[src/rtl/weight_pkg.sv]
// Shared types and default sizing for the weight memory write path.
package weight_pkg;

    typedef enum logic [1:0] {
        IDLE  = 2'd0,
        LOAD  = 2'd1,
        FLUSH = 2'd2
    } loader_state_t;

    localparam int DATA_BITS    = 16;
    localparam int NUM_WEIGHTS  = 784;
    localparam int ADDRESS_BITS = 10;

endpackage

[src/rtl/weight_loader.sv]
// Streams one neuron's weights into its weight memory with an auto-incrementing address,
// then reports done, or error on a bad neuron select or a stream of the wrong length.
module weight_loader
    import weight_pkg::*;
#(
    parameter int data_bits    = DATA_BITS,
    parameter int num_weights  = NUM_WEIGHTS,
    parameter int address_bits = ADDRESS_BITS,
    parameter int num_neurons  = 30,
    parameter int neuron_bits  = 5
) (
    input  logic                    clk,
    input  logic                    reset_n,
    input  logic                    start,
    input  logic [neuron_bits-1:0]  neuron_id,
    input  logic                    abort,
    input  logic                    s_valid,
    input  logic [data_bits-1:0]    s_data,
    input  logic                    s_last,
    output logic                    s_ready,
    output logic                    write_en,
    output logic [address_bits-1:0] write_add,
    output logic [data_bits-1:0]    weight_in,
    output logic [neuron_bits-1:0]  wr_neuron,
    output logic                    busy,
    output logic                    done,
    output logic                    error
);

    if (num_weights > 2**address_bits) begin : g_bad_address_bits
        $error("weight_loader: num_weights does not fit in address_bits");
    end
    if (num_neurons > 2**neuron_bits) begin : g_bad_neuron_bits
        $error("weight_loader: num_neurons does not fit in neuron_bits");
    end

    localparam logic [address_bits-1:0] LAST_ADDR    = address_bits'(num_weights - 1);
    localparam logic [neuron_bits:0]    NEURON_LIMIT = (neuron_bits + 1)'(num_neurons);

    loader_state_t             state;
    logic [address_bits-1:0]   beat_cnt;
    logic                      neuron_ok;

    assign neuron_ok = ({1'b0, neuron_id} < NEURON_LIMIT);

    // abort gates ready so a beat offered on the abort edge is never taken
    assign s_ready = (state == LOAD) && !abort;
    assign busy    = (state != IDLE);

    always_ff @(posedge clk or negedge reset_n) begin
        if (!reset_n) begin
            state     <= IDLE;
            beat_cnt  <= '0;
            write_en  <= 1'b0;
            write_add <= '0;
            weight_in <= '0;
            wr_neuron <= '0;
            done      <= 1'b0;
            error     <= 1'b0;
        end else begin
            write_en <= 1'b0;
            done     <= 1'b0;
            error    <= 1'b0;
            if (abort && state != IDLE) begin
                state <= IDLE;
            end else begin
                unique case (state)
                    IDLE: begin
                        if (start && !abort) begin
                            if (neuron_ok) begin
                                wr_neuron <= neuron_id;
                                beat_cnt  <= '0;
                                state     <= LOAD;
                            end else begin
                                error <= 1'b1;
                            end
                        end
                    end
                    LOAD: begin
                        if (s_valid) begin
                            write_en  <= 1'b1;
                            write_add <= beat_cnt;
                            weight_in <= s_data;
                            // A mismatched length still commits the current word before erroring out
                            if (beat_cnt == LAST_ADDR) begin
                                if (s_last) begin
                                    state <= FLUSH;
                                end else begin
                                    error <= 1'b1;
                                    state <= IDLE;
                                end
                            end else begin
                                beat_cnt <= beat_cnt + 1'b1;
                                if (s_last) begin
                                    error <= 1'b1;
                                    state <= IDLE;
                                end
                            end
                        end
                    end
                    FLUSH: begin
                        done  <= 1'b1;
                        state <= IDLE;
                    end
                    default: state <= IDLE;
                endcase
            end
        end
    end

endmodule

[config.mk]
export PLATFORM = sky130hd
export DESIGN_NAME = weight_loader
export DESIGN_NICKNAME = d
export VERILOG_FILES = /design/src/rtl/weight_pkg.sv /design/src/rtl/weight_loader.sv
export SDC_FILE = /design/constraint.sdc
export NUM_CORES = 1
export LEC_CHECK = 0
export CAP_MARGIN = 20
export CELL_PAD_IN_SITES_DETAIL_PLACEMENT = 1
export CELL_PAD_IN_SITES_GLOBAL_PLACEMENT = 1
export CORE_ASPECT_RATIO = 0.9
export CORE_MARGIN = 1
export CORE_UTILIZATION = 34
export CTS_CLUSTER_SIZE = 16
export DETAILED_ROUTE_END_ITERATION = 12
export GPL_TIMING_DRIVEN = 1
export HOLD_SLACK_MARGIN = 0.06
export PLACE_DENSITY_LB_ADDON = 0.1
export SYNTH_ARGS = -nofsm -noshare
export SYNTH_HDL_FRONTEND = slang
export SYNTH_SLANG_ARGS = --single-unit
[constraint.sdc]
create_clock -name clk -period 2.4 [get_ports clk]
set_input_delay 0.48 -clock clk [delete_from_list [all_inputs] [get_ports clk]]
set_output_delay 0.48 -clock clk [all_outputs]
set_load 0.05 [all_outputs]
# Yosys cells after proc, flatten, opt, wreduce, memory -nomap -nowiden
# Cells that the tools add are included.
[totals] ff_bits=46 input_bits=27 out_inout_bits=36 wordCells=59
[classes] add_sub_neg=1 n_lt_le_gt_ge=1 eq_ne=11 muxes=26 n_bitwise=1 n_reduce_logical=11
[ops] operator="$mux W10" count=4
[ops] operator="$pmux W10 S2" count=1
[ops] operator="$mux W2" count=7
[ops] operator="$mux W1" count=12
[ops] operator="$add A10 B1 Y10 const B" count=1
[ops] operator="$eq A10 B10 Y1 const B" count=1
[ops] operator="$ne A2 B2 Y1 const B" count=4
[ops] operator="$reduce_and A4 Y1" count=2
[ops] operator="$ne A3 B3 Y1 const B" count=2
[ops] operator="$reduce_and A6 Y1" count=1
[ops] operator="$lt A5 B5 Y1 const B" count=1
[ops] operator="$ne A4 B2 Y1 const B" count=1
[ops] operator="$pmux W2 S2" count=1
[ops] operator="$reduce_bool A2 Y1" count=2
[ops] operator="$logic_and A1 B1 Y1" count=3
[ops] operator="$ne A3 B2 Y1 const B" count=1
[ops] operator="$reduce_and A3 Y1" count=1
[ops] operator="$eq A2 B1 Y1 const B" count=1
[ops] operator="$eq A2 B2 Y1 const B" count=1
[ops] operator="$logic_not A2 Y1" count=1
[ops] operator="$pmux W1 S2" count=1
[ops] operator="$logic_not A1 Y1" count=1
[ops] operator="$not A1 Y1" count=1

# Depth between registers and ports, before layout
# Gate-level depths: netlist of run 1.
[logic_depth] ltp_word=5 depth_mapped=6 depth_no_buf=6

# Worst setup path before layout of run 1
# No wires, ideal clock.
[synth_path] path_type="input to output" startpoint="input port abort" endpoint="output port s_ready" t_arrival_ns=1.726 path_slack_ns=0.194 stages=1 path_buffers=0 cell_sequence="nor3b_1"
[synth_between] elab_chain_cells=2
[synth_lines] element="from (decl)" line_no="weight_loader.sv:16" text="input logic abort,"
[synth_lines] element="$logic_not A1 Y1" line_no="weight_loader.sv:47" text="assign s_ready = (state == LOAD) && !abort;"
[synth_lines] element="$logic_and A1 B1 Y1" line_no="weight_loader.sv:47"
[synth_lines] element="to (decl)" line_no="weight_loader.sv:20" text="output logic s_ready,"
# Every way passes these cells.

# Worst setup path in the final report of run 1
[layout_path] startpoint="register state[0]" endpoint="output port busy"
[layout_between] elab_chain_cells=1
[layout_lines] element="from (decl)" line_no="weight_loader.sv:40" text="loader_state_t state;"
[layout_lines] element="from (signal assigned)" line_no="weight_loader.sv:52" text="state <= IDLE;"
[layout_lines] element="from (signal assigned)" line_no="weight_loader.sv:65" text="state <= IDLE;"
[layout_lines] element="from (signal assigned)" line_no="weight_loader.sv:73" text="state <= LOAD;"
[layout_lines] element="$reduce_bool A2 Y1" line_no="weight_loader.sv:48" text="assign busy = (state != IDLE);"
[layout_lines] element="to (decl)" line_no="weight_loader.sv:25" text="output logic busy,"
# Every way passes these cells.

==> metrics.txt, run 1 <==
Clock Skew=0.00220 ns; Post-Syn Area per Cell=9.63 um^2; CP Capture Type=primary output; Post-synth top flop=dfrtp_1; ant diodes=0; Setup Total Neg Slack=0 ns; Register Area=0.00115 mm^2; CTS buffer count=5; Detailed Routing Iterations Pass 1=3; critical path's largest stage delay=0.70 ns; H-Tree Level Count=2; clk slew on worst S/H paths=0.08 ns; worst min path class=primary input to asynchronous set/reset pin; Syn-to-layout area delta=40.7%; Clock Latency Late Sink=0.29 ns; status=completed; Post-synth EDFFs=0; slowest CP cell=clkdlybuf4s50_1; Final Util=49.5%; FMAX=441 MHz; cell leakage power=1.30 nW; die area=0.00620 mm^2; Die Width=82.9 um; Yosys reg bits=46; CP Cell Sequence=or2_2 > clkdlybuf4s50_1; minimum clock period=2.27 ns; count of different cell masters after synthesis=41; # hold bufs at CTS=0; pwr/cell area=784 mW/mm^2; total power=0.00221 W; Syn. warnings=0; post-DR vias/cell=4.93; worst setup margin=0.132 ns; Initial Util=35.2%; Starting DRT DRC Count=34; GRT Util Overall=17.5%; Final Hold Vio Count=0; num rows=26; Least-Margin Pin Slew=0.673 ns; Max-slew headroom=55.2%; Required @ worst endpoint=1.92 ns; DIE HEIGHT=74.8 um; global-route wire length before repair=8580 um; post-route antenna net violation count=0; Max Transition Viols Final=0; Overflow after GRT=0; Nets=308; Ports=63; largest net degree at the start of global routing=30; commonest non-fill, non-tap cell in the layout=nand2_1; max-cap viol count=0; Setup Fix Bufs, Post-CTS=0; net count after synthesis=237; antenna violations before repair=0; multi-input logic area=800 um^2; unrepaired setup endpoints after global routing=no; fin crit share=94.5%; Fill cells=674; # resized after CTS=0; Clock Tree Root=clkbuf_8; Syn Inst Count=208; GPL Wtd Cong=0.823; asr flop ratio synth=100%; CTS tree=yes; WP data arrival=1.79 ns; commonest non-fill, non-tap cells in the layout=nand2_1, clkdlybuf4s50_1, dfrtp_1; Bufs on Longest Clock Path=2; Vias=1720; Residual DRC=0; Seq/Total Area, Yosys=57.5%; area of the mapped netlist=0.00200 mm^2; DP Wirelength=3550 um; final wirelength=5020 um; final setup fails=0; Startpoint Class=register; routed len/inst=14.4 um; Max VDD drop=403 uV; DP Worst Slack=0.141 ns; vias in the first global route=1785; crit path max fanout=9; clk sink count=46; core box area=0.00569 mm^2; Buffers on Ports=62; WS Path Type=register to primary output; share of layout cells above drive strength 1=8.24%
-- synth_stat cells, drive strengths merged (2+ instances only) --
library cell	count	area (um^2)
a31oi	3	18.8
o41ai	2	17.5
o21ai	8	40.0
o22a	5	43.8
nor3	3	15.0
clkbuf	5	18.8
and2	2	12.5
nor2	6	25.0
nor4	3	33.8
inv	2	7.51
and3	2	12.5
buf	2	22.5
nand2	84	315
nand3	3	20.0
nand2b	2	12.5
ha	2	25.0
or4	2	18.8
o31ai	5	37.5
dfrtp	46	1150
nand4	2	12.5
nor3b	2	15.0
a21oi	3	15.0
-- sequential cells by signal (all words and copies together) (netlist names) --
| signal | flops |
|---|---|
| beat_cnt | 10 |
| write_en | 1 |
| state | 2 |
| write_add | 10 |
| wr_neuron | 5 |
| weight_in | 16 |
| error | 1 |
| done | 1 |
-- layout make-up --
| cell class | count | share of cell area [%] |
|---|---|---|
| Timing Repair Buffer | 71 | 24.6 |
| Tap cell | 70 | 3.11 |
| Inverter | 3 | 0.399 |
| Clock buffer | 7 | 2.71 |
| Sequential cell | 46 | 40.8 |
| Multi-Input combinational cell | 152 | 28.4 |
-- power by group --
part	leakage (nW)	internal [W]	switching, W
Sequential	0.602	0.000884	0.0000667
Clock	0.0383	0.000201	0.000245
Combinational	0.656	0.000279	0.000535
Total	1.30	0.00136	0.000847
-- logic make-up after synthesis --
group	share of synthesized area, %
multiplexers	0.562
AO/OA/AOI/OAI	11.2
adder cells (fa/ha/maj)	1.25
flip-flops	57.5
buffers and inverters	2.62
AND/OR/NAND/NOR	26.9
-- through the flow --
stage / hold WS [ns] / cell area, um^2 / instances
floorplan: 0.184 / 2000 / 208
global placement: 0.460 / 2740 / 342
detailed placement: 0.463 / 2740 / 342
CTS: 0.243 / 2820 / 349
global route: 0.259 / 2820 / 349
finish: 0.214 / 2820 / 349
-- worst max-delay path, delay by kind of cell, from the launching register on --
kind                   cells  cell delay (ns)
and+or+nand+nor            1             0.32
buffers and inverters      1             0.70
DFF                        1             0.47
-- layer usage --
metal / routed length, um / GRT usage, % / vias to the layer above
li1: - / - / 850
met1: 2350 / 22.4 / 824
met2: 2360 / 29.1 / 39
met3: 230 / 4.28 / 7
met4: 76 / 6.90 / 0
met5: 0 / 0 / -
-- path summary, 6_finish.rpt --
kind	start	end	slack, ns	depth (start not counted)
worst max-delay path	state[0]	busy	0.13	2
worst min-delay path	reset_n	write_en	0.21	1
worst max register to register	beat_cnt[4]	error	0.32	5
worst min register to register	write_add[4]	write_add[4]	0.47	2
max in group asynchronous	reset_n	write_add[4]	1.58	2
min in group clk	write_add[4]	write_add[4]	0.47	2
No activity file was read; power rests on OpenSTA's default activity.
==> run 2: changes to the inputs <==
--- a/config.mk
+++ b/config.mk
@@ -10,12 +10,12 @@
 export CELL_PAD_IN_SITES_GLOBAL_PLACEMENT = 1
 export CORE_ASPECT_RATIO = 0.9
 export CORE_MARGIN = 1
-export CORE_UTILIZATION = 34
+export CORE_UTILIZATION = 36
+export CTS_BUF_LIST = sky130_fd_sc_hd__clkbuf_4 sky130_fd_sc_hd__clkbuf_8
 export CTS_CLUSTER_SIZE = 16
 export DETAILED_ROUTE_END_ITERATION = 12
 export GPL_TIMING_DRIVEN = 1
-export HOLD_SLACK_MARGIN = 0.06
-export PLACE_DENSITY_LB_ADDON = 0.1
+export PLACE_DENSITY = 0.81
 export SYNTH_ARGS = -nofsm -noshare
 export SYNTH_HDL_FRONTEND = slang
 export SYNTH_SLANG_ARGS = --single-unit
==> run 2 against run 1 <==
  * Cell area is 1.2% higher
  * Count of clock-buffer cells in the layout stayed put
  * Setup slack better by 0.0026 ns
  * Sequential share of layout area is 0.48 points lower
  * Clock skew is 0.0020 ns higher
  * Sequential power hardly changed
  * Utilization is 4.1 points higher
  * Routed wire length is 2.3% higher
  * Total power is 6.5% higher
  * First-iteration DRC count is 59% higher
  * Final cell count is 0.57% lower
  * Die area is 5.4% lower
==> metrics.txt, run 2 (synthesis results as in run 1) <==
multi-input logic area=800 um^2 (unchanged); Ports=63 (unchanged); CP Cell Sequence=or2_2 > clkdlybuf4s50_1; pwr/cell area=825 mW/mm^2 (+5.2%); CP Capture Type=primary output; Startpoint Class=register; critical path's largest stage delay=0.70 ns (about the same); M2 GR Usage=32.4% (+3.2 points); status=completed; Largest Register=weight_in; die area=0.00587 mm^2 (-5.4%); Clock Tree Root=clkbuf_8; Overflow after GRT=0 (unchanged); WP data arrival=1.79 ns (about the same); antenna violations before repair=0 (unchanged); Residual DRC=0 (unchanged); Final Hold Vio Count=0 (unchanged); WS Path Type=register to primary output; Clock Skew=0.00423 ns (+0.00204 ns); slowest CP cell=clkdlybuf4s50_1; Starting DRT DRC Count=54 (+59%); Bufs on Longest Clock Path=2 (unchanged); global-route wire length before repair=8700 um (+1.4%); # hold bufs at CTS=0 (unchanged); Register Area=0.00115 mm^2 (unchanged); Max-slew headroom=59.3% (+4.1 points); cell leakage power=1.32 nW (+1.7%); post-route antenna net violation count=0 (unchanged); crit path max fanout=9 (unchanged); Die Width=80.6 um (-2.7%); core box area=0.00532 mm^2 (-6.6%); vias in the first global route=1785 (unchanged); H-Tree Level Count=2 (unchanged); clk sink count=46 (unchanged); routed len/inst=14.8 um (+2.8%); met1 Track Usage GR=25.3% (+2.9 points); Least-Margin Pin Slew=0.606 ns (-0.0667 ns); largest registers=weight_in (16), beat_cnt (10), write_add (10); Final Util=53.6% (+4.1 points); commonest non-fill, non-tap cell in the layout=nand2_1; post-DR vias/cell=5.04 (+2.3%); DP Wirelength=3660 um (+3.3%); DIE HEIGHT=72.8 um (-2.7%); commonest non-fill, non-tap cells in the layout=nand2_1, clkdlybuf4s50_1, dfrtp_1; final setup fails=0 (unchanged); fin crit share=94.4% (-0.11 points); # resized after CTS=0 (unchanged); worst min path class=primary input to asynchronous set/reset pin; Setup Fix Bufs, Post-CTS=0 (unchanged); Fill cells=624 (-7.4%); max-cap viol count=0 (unchanged); WHS=0.265 ns (+0.0513 ns); Vias=1750 (+1.7%); Initial Util=37.7% (+2.5 points); Largest register FFs=16 (unchanged); CTS buffer count=5 (unchanged); GRT Util Overall=19.5% (+2.0 points); met3 usage=4.63% (+0.35 points); num rows=25 (-3.8%); GRT Max-Usage Layer=met2; Detailed Routing Iterations Pass 1=4 (+1); largest net degree at the start of global routing=47 (+57%); clk slew on worst S/H paths=0.08 ns (about the same); unrepaired setup endpoints after global routing=no; ant diodes=0 (unchanged); Max VDD drop=407 uV (+1.1%); Clock Latency Late Sink=0.29 ns (about the same); final wirelength=5130 um (+2.3%); Buffers on Ports=62 (unchanged); CTS tree=yes; Setup Total Neg Slack=0 ns (unchanged); GPL Wtd Cong=0.834 (+1.3%); Nets=308 (unchanged); FMAX=441 MHz (+0.12%); share of layout cells above drive strength 1=9.29% (+1.0 points); Syn-to-layout area delta=42.4%; Max Transition Viols Final=0 (unchanged); Required @ worst endpoint=1.92 ns (about the same); minimum clock period=2.27 ns (-0.00262 ns)
-- run 2: changes by cell type in the layout (fill, tap and decap cells not counted) --
| cell | before | now |
|---|---|---|
| bufinv_16 | 0 | 1 |
| clkbuf_1 | 2 | 0 |
| clkbuf_4 | 0 | 2 |
-- run 2: stage by stage --
step / cell area, um^2 / power, W / cells / worst slack (ns)
finish: 2850 / 0.00235 / 347 / 0.135
global placement: 2740 / 0.00176 / 339 / 0.234
global route: 2850 / 0.00247 / 347 / 0.0843
floorplan: 2000 / 0.00146 / 208 / 0.194
CTS: 2850 / 0.00238 / 347 / 0.116
detailed placement: 2740 / 0.00179 / 339 / 0.174
-- run 2: path summary, 6_finish.rpt --
path	to	slack (ns)	start	depth (start not counted)
max	busy	0.13	state[0]	2
min	write_en	0.27	reset_n	2
max reg2reg	beat_cnt[9]	0.40	beat_cnt[6]	4
min reg2reg	weight_in[14]	0.48	weight_in[14]	2
max in group asynchronous	write_add[9]	1.75	reset_n	2
min in group clk	weight_in[14]	0.48	weight_in[14]	2
-- run 2: cell type report --
type | count | area share [%]
multi-input cells | 152 | 28.0
well taps | 67 | 2.94
inverters | 3 | 0.395
flip-flops and latches | 46 | 40.4
clock inverters | 1 | 1.05
repair buffers | 71 | 24.3
clock buffers | 7 | 2.94
-- run 2: where the power goes --
| group | total [W] | switching, W | leakage, nW | internal [W] |
|---|---|---|---|---|
| registers | 0.000952 | 0.0000688 | 0.602 | 0.000884 |
| logic | 0.000812 | 0.000534 | 0.657 | 0.000278 |
| clock network | 0.000589 | 0.000254 | 0.0593 | 0.000334 |
| total | 0.00235 | 0.000857 | 1.32 | 0.00150 |
-- run 2: metal layers --
metal	vias up	wire length (um)
met2	48	2500
met3	6	252
li1	849	-
met1	847	2310
met5	-	0
met4	0	59
-- run 2: critical path, delay by kind of cell, from the launching register on --
family | cells | cell delay [ns]
buffers and inverters | 1 | 0.70
AND/OR/NAND/NOR | 1 | 0.33
flip-flops | 1 | 0.47
